$ cat src/rtl/dsp_pipeline_sequencer_pkg.sv
// Shared encodings for the DSP pipeline sequencer: sequencer states,
// operating modes and a helper for sizing the channel field.
package dsp_pipeline_sequencer_pkg;

  // Sequencer control states.
  typedef enum logic [2:0] {
    SEQ_IDLE  = 3'd0,
    SEQ_ISSUE = 3'd1,
    SEQ_GUARD = 3'd2,
    SEQ_WAIT  = 3'd3,
    SEQ_EMIT  = 3'd4,
    SEQ_FAULT = 3'd5
  } seq_state_e;

  // Operating modes; the reserved code behaves like process.
  typedef enum logic [1:0] {
    SEQ_MODE_PROCESS  = 2'd0,
    SEQ_MODE_BYPASS   = 2'd1,
    SEQ_MODE_MUTE     = 2'd2,
    SEQ_MODE_RESERVED = 2'd3
  } seq_mode_e;

  // Channel index width; a single-channel build still carries one bit.
  function automatic int ch_bits(input int n_channels);
    return (n_channels > 1) ? $clog2(n_channels) : 1;
  endfunction

endpackage

$ cat src/rtl/dsp_pipeline_sequencer_seq_fifo.sv
// Small synchronous show-ahead FIFO with flush, full/empty and occupancy.
// A push is accepted when not full, or when full with a simultaneous pop.
module dsp_pipeline_sequencer_seq_fifo #(
  parameter int width = 17,
  parameter int depth = 4
) (
  input  logic                       clk,
  input  logic                       reset_n,
  input  logic                       flush,
  input  logic                       push,
  input  logic [width-1:0]           wdata,
  input  logic                       pop,
  output logic [width-1:0]           rdata,
  output logic                       full,
  output logic                       empty,
  output logic [$clog2(depth):0]     count
);

  localparam int aw = $clog2(depth);
  localparam int cw = aw + 1;

  logic [width-1:0] mem [depth];
  logic [aw-1:0]    wr_ptr;
  logic [aw-1:0]    rd_ptr;
  logic             do_push;
  logic             do_pop;

  assign full    = (count == cw'(depth));
  assign empty   = (count == '0);
  assign do_pop  = pop && !empty;
  assign do_push = push && (!full || do_pop);
  assign rdata   = mem[rd_ptr];

  // Pointer and occupancy tracking; flush discards everything including a same-cycle push.
  always_ff @(posedge clk or negedge reset_n) begin
    // NOTE: sequential state is always assigned with <= so every register
    // samples the pre-edge values regardless of statement order.
    if (!reset_n) begin
      wr_ptr <= '0;
      rd_ptr <= '0;
      count  <= '0;
    end else if (flush) begin
      wr_ptr <= '0;
      rd_ptr <= '0;
      count  <= '0;
    end else begin
      if (do_push) wr_ptr <= wr_ptr + 1'b1;
      if (do_pop)  rd_ptr <= rd_ptr + 1'b1;
      case ({do_push, do_pop})
        2'b10:   count <= count + 1'b1;
        2'b01:   count <= count - 1'b1;
        default: count <= count;
      endcase
    end
  end

  // Storage write port.
  always_ff @(posedge clk) begin
    // NOTE: the storage array has no reset; the pointers alone decide which
    // entries are meaningful, so clearing the data would only cost logic.
    if (do_push) mem[wr_ptr] <= wdata;
  end

endmodule

$ cat src/rtl/dsp_pipeline_sequencer.sv
// Sample sequencer between the audio front end and dsp_core. Buffers
// channel-tagged samples, ticks the core once per sample (or bypasses /
// mutes it), guards completion with a watchdog and keeps statistics.
module dsp_pipeline_sequencer
  import dsp_pipeline_sequencer_pkg::*;
#(
  parameter int data_width     = 16,
  parameter int n_channels     = 2,
  parameter int fifo_depth     = 4,
  parameter int timeout_cycles = 4096,
  parameter int ctr_width      = 32
) (
  input  logic                               clk,
  input  logic                               reset_n,
  input  logic [data_width-1:0]              in_sample,
  input  logic [ch_bits(n_channels)-1:0]     in_channel,
  input  logic                               in_valid,
  output logic                               in_ready,
  input  logic [1:0]                         mode,
  input  logic                               clear_error,
  output logic                               core_tick,
  output logic [data_width-1:0]              core_sample_in,
  output logic [ch_bits(n_channels)-1:0]     core_channel,
  input  logic                               core_ready,
  input  logic [data_width-1:0]              core_sample_out,
  output logic [data_width-1:0]              out_sample,
  output logic [ch_bits(n_channels)-1:0]     out_channel,
  output logic                               out_valid,
  output logic                               busy,
  output logic                               error,
  output logic [ctr_width-1:0]               samples_processed,
  output logic [ctr_width-1:0]               overruns
);

  localparam int ch_w = ch_bits(n_channels);
  localparam int wd_w = $clog2(timeout_cycles + 1);
  localparam int fw   = data_width + ch_w;

  localparam logic [ch_w:0] n_ch_lim = (ch_w + 1)'(n_channels);

  typedef struct packed {
    logic [ch_w-1:0]       ch;
    logic [data_width-1:0] s;
  } entry_t;

  seq_state_e state_q, state_d;

  entry_t                  in_entry;
  entry_t                  head;
  logic [fw-1:0]           fifo_rdata;
  logic                    fifo_full;
  logic                    fifo_empty;
  logic [$clog2(fifo_depth):0] fifo_count;
  logic                    fifo_push;
  logic                    fifo_pop;
  logic                    fifo_flush;

  logic                    latch_in;
  logic                    wd_load;
  logic                    wd_dec;
  logic                    load_out;
  logic                    count_sample;
  logic [data_width-1:0]   out_sample_d;
  logic [ch_w-1:0]         out_channel_d;

  logic [data_width-1:0]   smp_q;
  logic [ch_w-1:0]         ch_q;
  logic [wd_w-1:0]         wd_q;
  logic [data_width-1:0]   out_sample_q;
  logic [ch_w-1:0]         out_channel_q;
  logic [ctr_width-1:0]    samples_q;
  logic [ctr_width-1:0]    overruns_q;

  // Out-of-range channel indices are folded onto channel 0 before buffering.
  always_comb begin
    in_entry.s  = in_sample;
    in_entry.ch = ({1'b0, in_channel} >= n_ch_lim) ? '0 : in_channel;
  end

  assign in_ready  = !fifo_full;
  assign fifo_push = in_valid && in_ready;
  assign head      = entry_t'(fifo_rdata);

  dsp_pipeline_sequencer_seq_fifo #(
    .width (fw),
    .depth (fifo_depth)
  ) u_fifo (
    .clk     (clk),
    .reset_n (reset_n),
    .flush   (fifo_flush),
    .push    (fifo_push),
    .wdata   (in_entry),
    .pop     (fifo_pop),
    .rdata   (fifo_rdata),
    .full    (fifo_full),
    .empty   (fifo_empty),
    .count   (fifo_count)
  );

  // State register.
  always_ff @(posedge clk or negedge reset_n) begin
    if (!reset_n) state_q <= SEQ_IDLE;
    else          state_q <= state_d;
  end

  // Next-state and datapath control decode.
  always_comb begin
    // NOTE: every signal driven here gets a default first, so no path through
    // the case statement can leave one unassigned and infer a latch.
    state_d       = state_q;
    fifo_pop      = 1'b0;
    fifo_flush    = 1'b0;
    latch_in      = 1'b0;
    wd_load       = 1'b0;
    wd_dec        = 1'b0;
    load_out      = 1'b0;
    count_sample  = 1'b0;
    out_sample_d  = '0;
    out_channel_d = '0;

    case (state_q)
      SEQ_IDLE: begin
        if (!fifo_empty) begin
          fifo_pop = 1'b1;
          latch_in = 1'b1;
          case (seq_mode_e'(mode))
            SEQ_MODE_BYPASS: begin
              load_out      = 1'b1;
              out_sample_d  = head.s;
              out_channel_d = head.ch;
              state_d       = SEQ_EMIT;
            end
            SEQ_MODE_MUTE: begin
              load_out      = 1'b1;
              out_sample_d  = '0;
              out_channel_d = head.ch;
              state_d       = SEQ_EMIT;
            end
            default: state_d = SEQ_ISSUE;
          endcase
        end
      end
      SEQ_ISSUE: begin
        wd_load = 1'b1;
        state_d = SEQ_GUARD;
      end
      // The core drops core_ready one cycle after a tick; skip that cycle.
      SEQ_GUARD: state_d = SEQ_WAIT;
      SEQ_WAIT: begin
        wd_dec = (wd_q != '0);
        if (core_ready) begin
          load_out      = 1'b1;
          out_sample_d  = core_sample_out;
          out_channel_d = ch_q;
          state_d       = SEQ_EMIT;
        end else if (wd_q <= wd_w'(1)) begin
          state_d = SEQ_FAULT;
        end
      end
      SEQ_EMIT: begin
        count_sample = 1'b1;
        state_d      = SEQ_IDLE;
      end
      SEQ_FAULT: begin
        if (clear_error) begin
          fifo_flush = 1'b1;
          state_d    = SEQ_IDLE;
        end
      end
      default: state_d = SEQ_FAULT;
    endcase
  end

  // Sample latch, watchdog, result hold registers and saturating statistics.
  always_ff @(posedge clk or negedge reset_n) begin
    if (!reset_n) begin
      smp_q         <= '0;
      ch_q          <= '0;
      wd_q          <= '0;
      out_sample_q  <= '0;
      out_channel_q <= '0;
      samples_q     <= '0;
      overruns_q    <= '0;
    end else begin
      if (latch_in) begin
        smp_q <= head.s;
        ch_q  <= head.ch;
      end
      if (wd_load)     wd_q <= wd_w'(timeout_cycles);
      else if (wd_dec) wd_q <= wd_q - 1'b1;
      if (load_out) begin
        out_sample_q  <= out_sample_d;
        out_channel_q <= out_channel_d;
      end
      if (count_sample && (samples_q != '1)) samples_q <= samples_q + 1'b1;
      if (in_valid && !in_ready && (overruns_q != '1)) overruns_q <= overruns_q + 1'b1;
    end
  end

  assign core_tick         = (state_q == SEQ_ISSUE);
  assign core_sample_in    = smp_q;
  assign core_channel      = ch_q;
  assign out_valid         = (state_q == SEQ_EMIT);
  assign out_sample        = out_sample_q;
  assign out_channel       = out_channel_q;
  assign error             = (state_q == SEQ_FAULT);
  assign busy              = (state_q != SEQ_IDLE) || (fifo_count != '0);
  assign samples_processed = samples_q;
  assign overruns          = overruns_q;

endmodule

$ cat config.mk
export PLATFORM = sky130hd
export DESIGN_NAME = dsp_pipeline_sequencer
export DESIGN_NICKNAME = d
export VERILOG_FILES = /design/src/rtl/dsp_pipeline_sequencer_pkg.sv /design/src/rtl/dsp_pipeline_sequencer_seq_fifo.sv /design/src/rtl/dsp_pipeline_sequencer.sv
export SDC_FILE = /design/constraint.sdc
export NUM_CORES = 1
export LEC_CHECK = 0
export CORE_MARGIN = 2
export CORE_UTILIZATION = 35
export DETAILED_ROUTE_END_ITERATION = 10
export GPL_TIMING_DRIVEN = 0
export PLACE_DENSITY = 0.61
export SYNTH_ARGS = -nofsm -noshare
export SYNTH_HDL_FRONTEND = slang
export SYNTH_SLANG_ARGS = --single-unit
$ cat constraint.sdc
create_clock -name clk -period 2.5 [get_ports clk]
set_clock_uncertainty 0.2 [all_clocks]
set_input_delay 0.75 -clock clk [delete_from_list [all_inputs] [get_ports clk]]
set_output_delay 0.75 -clock clk [all_outputs]
set_load 0.05 [all_outputs]
==> results of run 1 <==
-- cell families (layout without fill, tap and decap cells) --
group                    Yosys count  count (layout)  synth area share [%]
AND/OR/NAND/NOR                  220             220                 15.03
flip-flops                       189             189                 59.76
AO/OA/AOI/OAI                     71              71                 6.106
XOR/XNOR                          67              67                 7.005
buffers and inverters             48             244                 2.876
multiplexers                      40              40                 7.521
adder cells (fa/ha/maj)           11              11                 1.711
-- layer usage --
| metal | global-route usage [%] | up-vias |
|---|---|---|
| met5 | 0 | - |
| met4 | 4.091 | 0 |
| met3 | 3.065 | 18 |
| met2 | 24.70 | 124 |
| met1 | 22.41 | 2926 |
| li1 | - | 2772 |
-- synthesized netlist by cell type (2+ instances only) --
library cell	count	area, sq um
dfrtp_1	121	3028
edfxtp_1	68	2042
xnor2_1	41	359.1
nor2_1	40	150.1
nand4_1	29	181.4
nand2_1	28	105.1
nand3_1	26	130.1
xor2_1	25	219.0
a21oi_1	22	110.1
mux2_2	20	225.2
nor3_1	19	95.09
mux4_2	17	382.9
a22oi_1	16	120.1
and3_1	16	100.1
inv_1	16	60.06
buf_2	15	75.07
and2_1	10	62.56
ha_1	10	125.1
clkbuf_1	9	33.78
and4_1	7	61.31
nor4_1	7	43.79
a31oi_1	5	31.28
or3_1	5	31.28
and3_2	4	30.03
buf_4	4	30.03
buf_6	4	45.04
nor3_2	4	40.04
nor4_2	4	50.05
o21ai_0	4	20.02
mux2i_1	3	30.03
nand2b_1	3	18.77
o21bai_1	3	22.52
o311ai_0	3	26.28
o31ai_1	3	22.52
nand3b_1	2	15.01
nor2b_1	2	12.51
o2111ai_1	2	17.52
o211ai_1	2	15.01
o41ai_1	2	17.52
or4_1	2	15.01
-- cell usage in the layout (no fill, tap or decap), types with 5 or more instances in the layout --
cell type          n
a21oi_1           22
dfrtp_1          117
and2_1             9
or3_1              5
buf_2             15
ha_1              10
xnor2_1           41
and3_1            16
nand2_1           27
inv_1             13
buf_4             28
edfxtp_1          68
clkdlybuf4s50_1   37
mux4_2            17
clkbuf_16         17
nand4_1           29
inv_12             6
xor2_1            25
buf_6              6
clkbuf_1           6
a22oi_1           16
nand3_1           26
dlygate4sd2_1     98
nor3_1            17
nor2_1            39
a31oi_1            5
and4_1             7
nor4_1             7
mux2_2            20
clkinv_8           5
-- through the flow --
stage / cells / util (%) / total power [mW] / worst slack, ns
final: 1161 / 47.28 / 12.63 / -0.01312
after global routing: 1161 / 47.28 / 13.35 / -0.09772
after CTS: 1144 / 46.61 / 12.55 / -0.1363
after detailed placement: 1108 / 43.76 / 9.565 / -0.8271
after global placement: 1107 / 43.64 / 9.521 / -4.788
after floorplan: 646 / - / 7.952 / 0.1157
-- state kept, by name, indices dropped and copies added (netlist names), 2 cells and up --
register	flops
state_q	3
out_sample	16
u_fifo.rd_ptr	2
u_fifo.mem	68
u_fifo.count	3
u_fifo.wr_ptr	2
samples_processed	32
overruns	32
core_sample_in	16
wd_q	13
-- worst reg2reg max path, stage by stage, from the launching register on --
cell and delay, ns:
dfrtp_2 0.45, or3b_1 0.39, buf_6 0.14, buf_12 0.11, and2_4 0.17, nor3_4 0.20
fa_2 0.46, mux2i_1 0.14, nor2_1 0.05
-- path summary, 6_finish.rpt --
| kind | slack (ns) | endpoint | depth (start not counted) |
|---|---|---|---|
| hold reg to reg | 0.29 | overruns[10] | 1 |
| setup reg to reg | 0.07 | u_fifo.count[1] | 8 |
| min in group clk | 0.29 | overruns[10] | 1 |
| max in group asynchronous | 1.31 | u_fifo.count[1] | 2 |
| hold / removal | 0.05 | overruns[13] | 1 |
| setup / recovery | -0.01 | busy | 4 |
-- final cells by class --
class | count | area, sq um
Buffer | 29 | 175.2
Inverter | 16 | 75.07
Clock buffer | 17 | 425.4
Clock inverter | 15 | 231.5
Timing Repair Buffer | 167 | 1536
Fill cell | 2216 | 12450
Multi-Input combinational cell | 409 | 3247
Sequential cell | 189 | 5075
Tap cell | 319 | 399.1
-- timing repair --
item                       CTS  global route
setup endpoints to repair  109             9
resized for setup          160            17
setup buffers                5            19
pin swaps                    1             8
-- power by group through the flow --
stage	logic, mW	clock network (mW)	registers [mW]
global placement	4.99	0	4.53
finish	5.22	2.95	4.47
detailed placement	5.04	0	4.53
floorplan	2.29	0	5.66
global route	5.61	3.16	4.57
CTS	5.03	3.04	4.47
==> impl_metrics.toml, run 1 <==
[timing]
worst_pin_slew_ns = 0.7063
rsz0062_at_grt = "yes"
final-max-slew-violation-count = 0
min_period_ns = 2.513
whs_ns = 0.04762
hold_violations = 0
period_share_pct = 100.5
setup_viol = 2
setup_ws_ns = -0.01312
slew_headroom_pct = 52.91
max_freq_mhz = 397.9
tns_ns = -0.01802

[grt]
grt_util_all_layers_pct = 15.72
antenna_found_initial = 0
first_global_vias = 5780
overflow = 0
grt_first_pass_wirelength_um = 32040
grt_max_degree = 74

[run_status]
status = "finished, violations left"
violations = "setup timing"

[critical_path]
critPathLaunch = "u_fifo.count[0]"
crit_family = "simple AND/OR/NAND/NOR gates"
path_max_fanout = 4
slowest_stage = "dfrtp_2"
start_kind = "register"
regToRegStartpoint = "u_fifo.count[1]"
critPathBufInv = 2
critPathMaxStageDelay_ns = 0.44
crit_chain = "nor3_4 > and2_4 > inv_2 > buf_6"
crit_type = "register to output pin"
cp.arrival_ns = 1.56
cp-end-kind = "output pin"
critPathRequiredTime_ns = 1.55

[power_and_ir_drop]
clkPwrFrac_pct = 23.3
p_sw_share_pct = 41.36
pwr-share-comb_pct = 41.3
p_int_mw = 7.408
powerDensity_nw_per_um2 = 1132
peakVddDrop_mv = 0.7096
p_leak_nw = 4.809
seqPwrFrac_pct = 35.4
p_switching_mw = 5.226

[synthesis]
syn_area_per_cell_sq_um = 13.13
synthesis.nets = 697
synth_cells = 646
synth-edff-count = 68
synth-main-ff-cell = "dfrtp_1"
ys_seq_area_share_pct = 59.76
syn_area_sq_um = 8484
ys_seq_elements = 189
synthDistinctLibCells = 63
async_flop_share_pct = 64.02
ys.warnings.count = 0

[clock_tree]
cts_inserted_buffers = 17
cts_tree = "yes"
clk_pin_slew_worst_paths_ns = 0.08
cts_htree_levels = 4
cts_root_buf = "clkbuf_16"
ctsHoldBuffers = 0
numClockSinks = 189
clk_latency_ns = 0.43
clock_path_buffers = 2

[detailed_routing]
drt_iter0_drc = 269
wl_per_cell_um = 17.08
wirelength_um = 19830
wl_met3_um = 730
viasPerCell = 5.030
m1WireLength_um = 9368
drc = 0
ant_nets = 0
met2_length_um = 9515
top_layer = "met4"
via_count = 5840
drt_pass1_iterations = 4

[die]
dieArea_sq_um = 25500
floorplan.io_pins = 143
row_count = 56
initial_utilization_pct = 35.93
die_w_um = 159.7
fp.dieH_um = 159.7
core_sq_um = 23610

[min_path]
hold_path.class = "input port to async pin"

[place]
place.gp.congestion = 0.7283
io_buffers = 142
dpl.hpwl_um = 13280
place_area_sq_um = 10330

[run]
max_cap_violations = 0

[layout]
design_area_sq_um = 11160
drive_gt1_share_pct = 19.48
layout-area-overhead-vs-synth_pct = 31.59
nNetsFinal = 880
insertedDiodeCount = 0
No activity file was read; power rests on OpenSTA's default activity.
==> inputs of run 2 (changes only) <==
--- a/config.mk
+++ b/config.mk
@@ -8,8 +8,10 @@
 export CORE_MARGIN = 2
 export CORE_UTILIZATION = 35
 export DETAILED_ROUTE_END_ITERATION = 10
+export GPL_ROUTABILITY_DRIVEN = 0
 export GPL_TIMING_DRIVEN = 0
 export PLACE_DENSITY = 0.61
+export RECOVER_POWER = 25
 export SYNTH_ARGS = -nofsm -noshare
 export SYNTH_HDL_FRONTEND = slang
 export SYNTH_SLANG_ARGS = --single-unit
==> impl_metrics.toml, run 2 (synthesis gave the netlist of run 1 again) <==
[timing]
worst_pin_slew_ns = 1.259
min_period_ns = 2.513
rsz0062_at_grt = "yes"
tns_ns = -0.01742
final-max-slew-violation-count = 0
setup_viol = 2
max_freq_mhz = 398.0
slew_headroom_pct = 16.04
hold_violations = 0
setup_ws_ns = -0.01268
period_share_pct = 100.5
whs_ns = 0.2870

[die]
dieArea_sq_um = 25500
fp.dieH_um = 159.7
core_sq_um = 23610
initial_utilization_pct = 35.93
floorplan.io_pins = 143
row_count = 56
die_w_um = 159.7

[grt]
overflow = 0
antenna_found_initial = 1
grt_first_pass_wirelength_um = 32040
first_global_vias = 5780
grt_util_all_layers_pct = 15.72
grt_max_degree = 74

[critical_path]
critPathLaunch = "u_fifo.count[0]"
crit_type = "register to output pin"
crit_end = "busy"
start_kind = "register"
critPathRequiredTime_ns = 1.55
r2r_cells = 8
r2r_slack_ns = 0.07
cp.arrival_ns = 1.56
cp-end-kind = "output pin"
r2r-end = "u_fifo.count[1]"
regToRegStartpoint = "u_fifo.count[1]"
path_max_fanout = 4

[detailed_routing]
drc = 0
ant_nets = 0
drt_iter0_drc = 281
via_count = 5826
wl_per_cell_um = 17.14
wirelength_um = 19920
drt_pass1_iterations = 4
viasPerCell = 5.014

[clock_tree]
ctsHoldBuffers = 0
cts_root_buf = "clkbuf_16"
clk_latency_ns = 0.43
cts_tree = "yes"
clk_pin_slew_worst_paths_ns = 0.08
cts_inserted_buffers = 17
clock_path_buffers = 2
numClockSinks = 189
cts_htree_levels = 4

[power_and_ir_drop]
powerDensity_nw_per_um2 = 1134
p_leak_nw = 4.805
fin_total_pwr_mw = 12.63
peakVddDrop_mv = 0.7160

[layout]
drive_gt1_share_pct = 19.48
nNetsFinal = 880
design_area_sq_um = 11140
top_register = "u_fifo.mem"
layout-area-overhead-vs-synth_pct = 31.35
final_cell_mix = "117 x dfrtp_1, 98 x dlygate4sd2_1, 68 x edfxtp_1"
final_common_cell = "dfrtp_1"
largest_reg_flops = 68
fin_cells = 1162

[place]
place_area_sq_um = 10330
io_buffers = 142
post-place-cells = 1108
dpl.hpwl_um = 13280

[run_status]
status = "finished, violations left"
violations = "setup timing"

[run]
max_cap_violations = 0

[min_path]
hold_path.class = "register to register"
-- run 2: cell type report --
| class | count | area (sq um) |
|---|---|---|
| well taps | 319 | 399.1 |
| plain buffers | 29 | 175.2 |
| clock buffers | 17 | 425.4 |
| inverters | 16 | 75.07 |
| fillers | 2220 | 12470 |
| multi-input cells | 409 | 3247 |
| repair buffers | 167 | 1514 |
| flip-flops and latches | 189 | 5075 |
| diodes | 1 | 2.502 |
| clock inverters | 15 | 231.5 |
-- run 2: repair_timing --
item,CTS,global route
setup endpoints to repair,109,9
pin swaps,1,8
resized for setup,160,17
buffers inserted,5,19
-- run 2: critical path: stages, from the launching register on --
cell and delay (ns):
dfrtp_2 0.44, nor3_4 0.30, and2_4 0.22, inv_2 0.04, buf_6 0.14
-- run 2: how the worst min path moves through the flow --
stage	start	endpoint	slack, ns	cells after the start
floorplan	reset_n	core_channel	0.25	0
global placement	overruns[10]	overruns[10]	0.28	1
detailed placement	samples_processed[28]	samples_processed[28]	0.28	1
CTS	reset_n	overruns[13]	0.05	1
global route	samples_processed[22]	samples_processed[22]	0.31	1
finish	overruns[10]	overruns[10]	0.29	1
-- run 2: per-layer routing --
metal | vias up | part of all wire [%] | GRT usage [%]
met5 | - | 0 | 0
met4 | 0 | 1.1 | 4.091
met3 | 17 | 3.3 | 3.065
met2 | 96 | 48 | 24.70
met1 | 2942 | 48 | 22.41
li1 | 2771 | - | -
-- run 2: power by group --
group / internal (mW) / switching (mW) / total [mW]
Sequential: 4.00 / 0.474 / 4.47
Clock: 1.44 / 1.52 / 2.95
Combinational: 1.96 / 3.24 / 5.21
-- run 2: stage by stage --
stage                     setup slack, ns  utilization [%]
after floorplan                    0.1157                -
after global placement             -4.788            43.64
after detailed placement          -0.8271            43.76
after CTS                         -0.1363            46.61
after global routing             -0.09772            47.20
final                            -0.01268            47.20
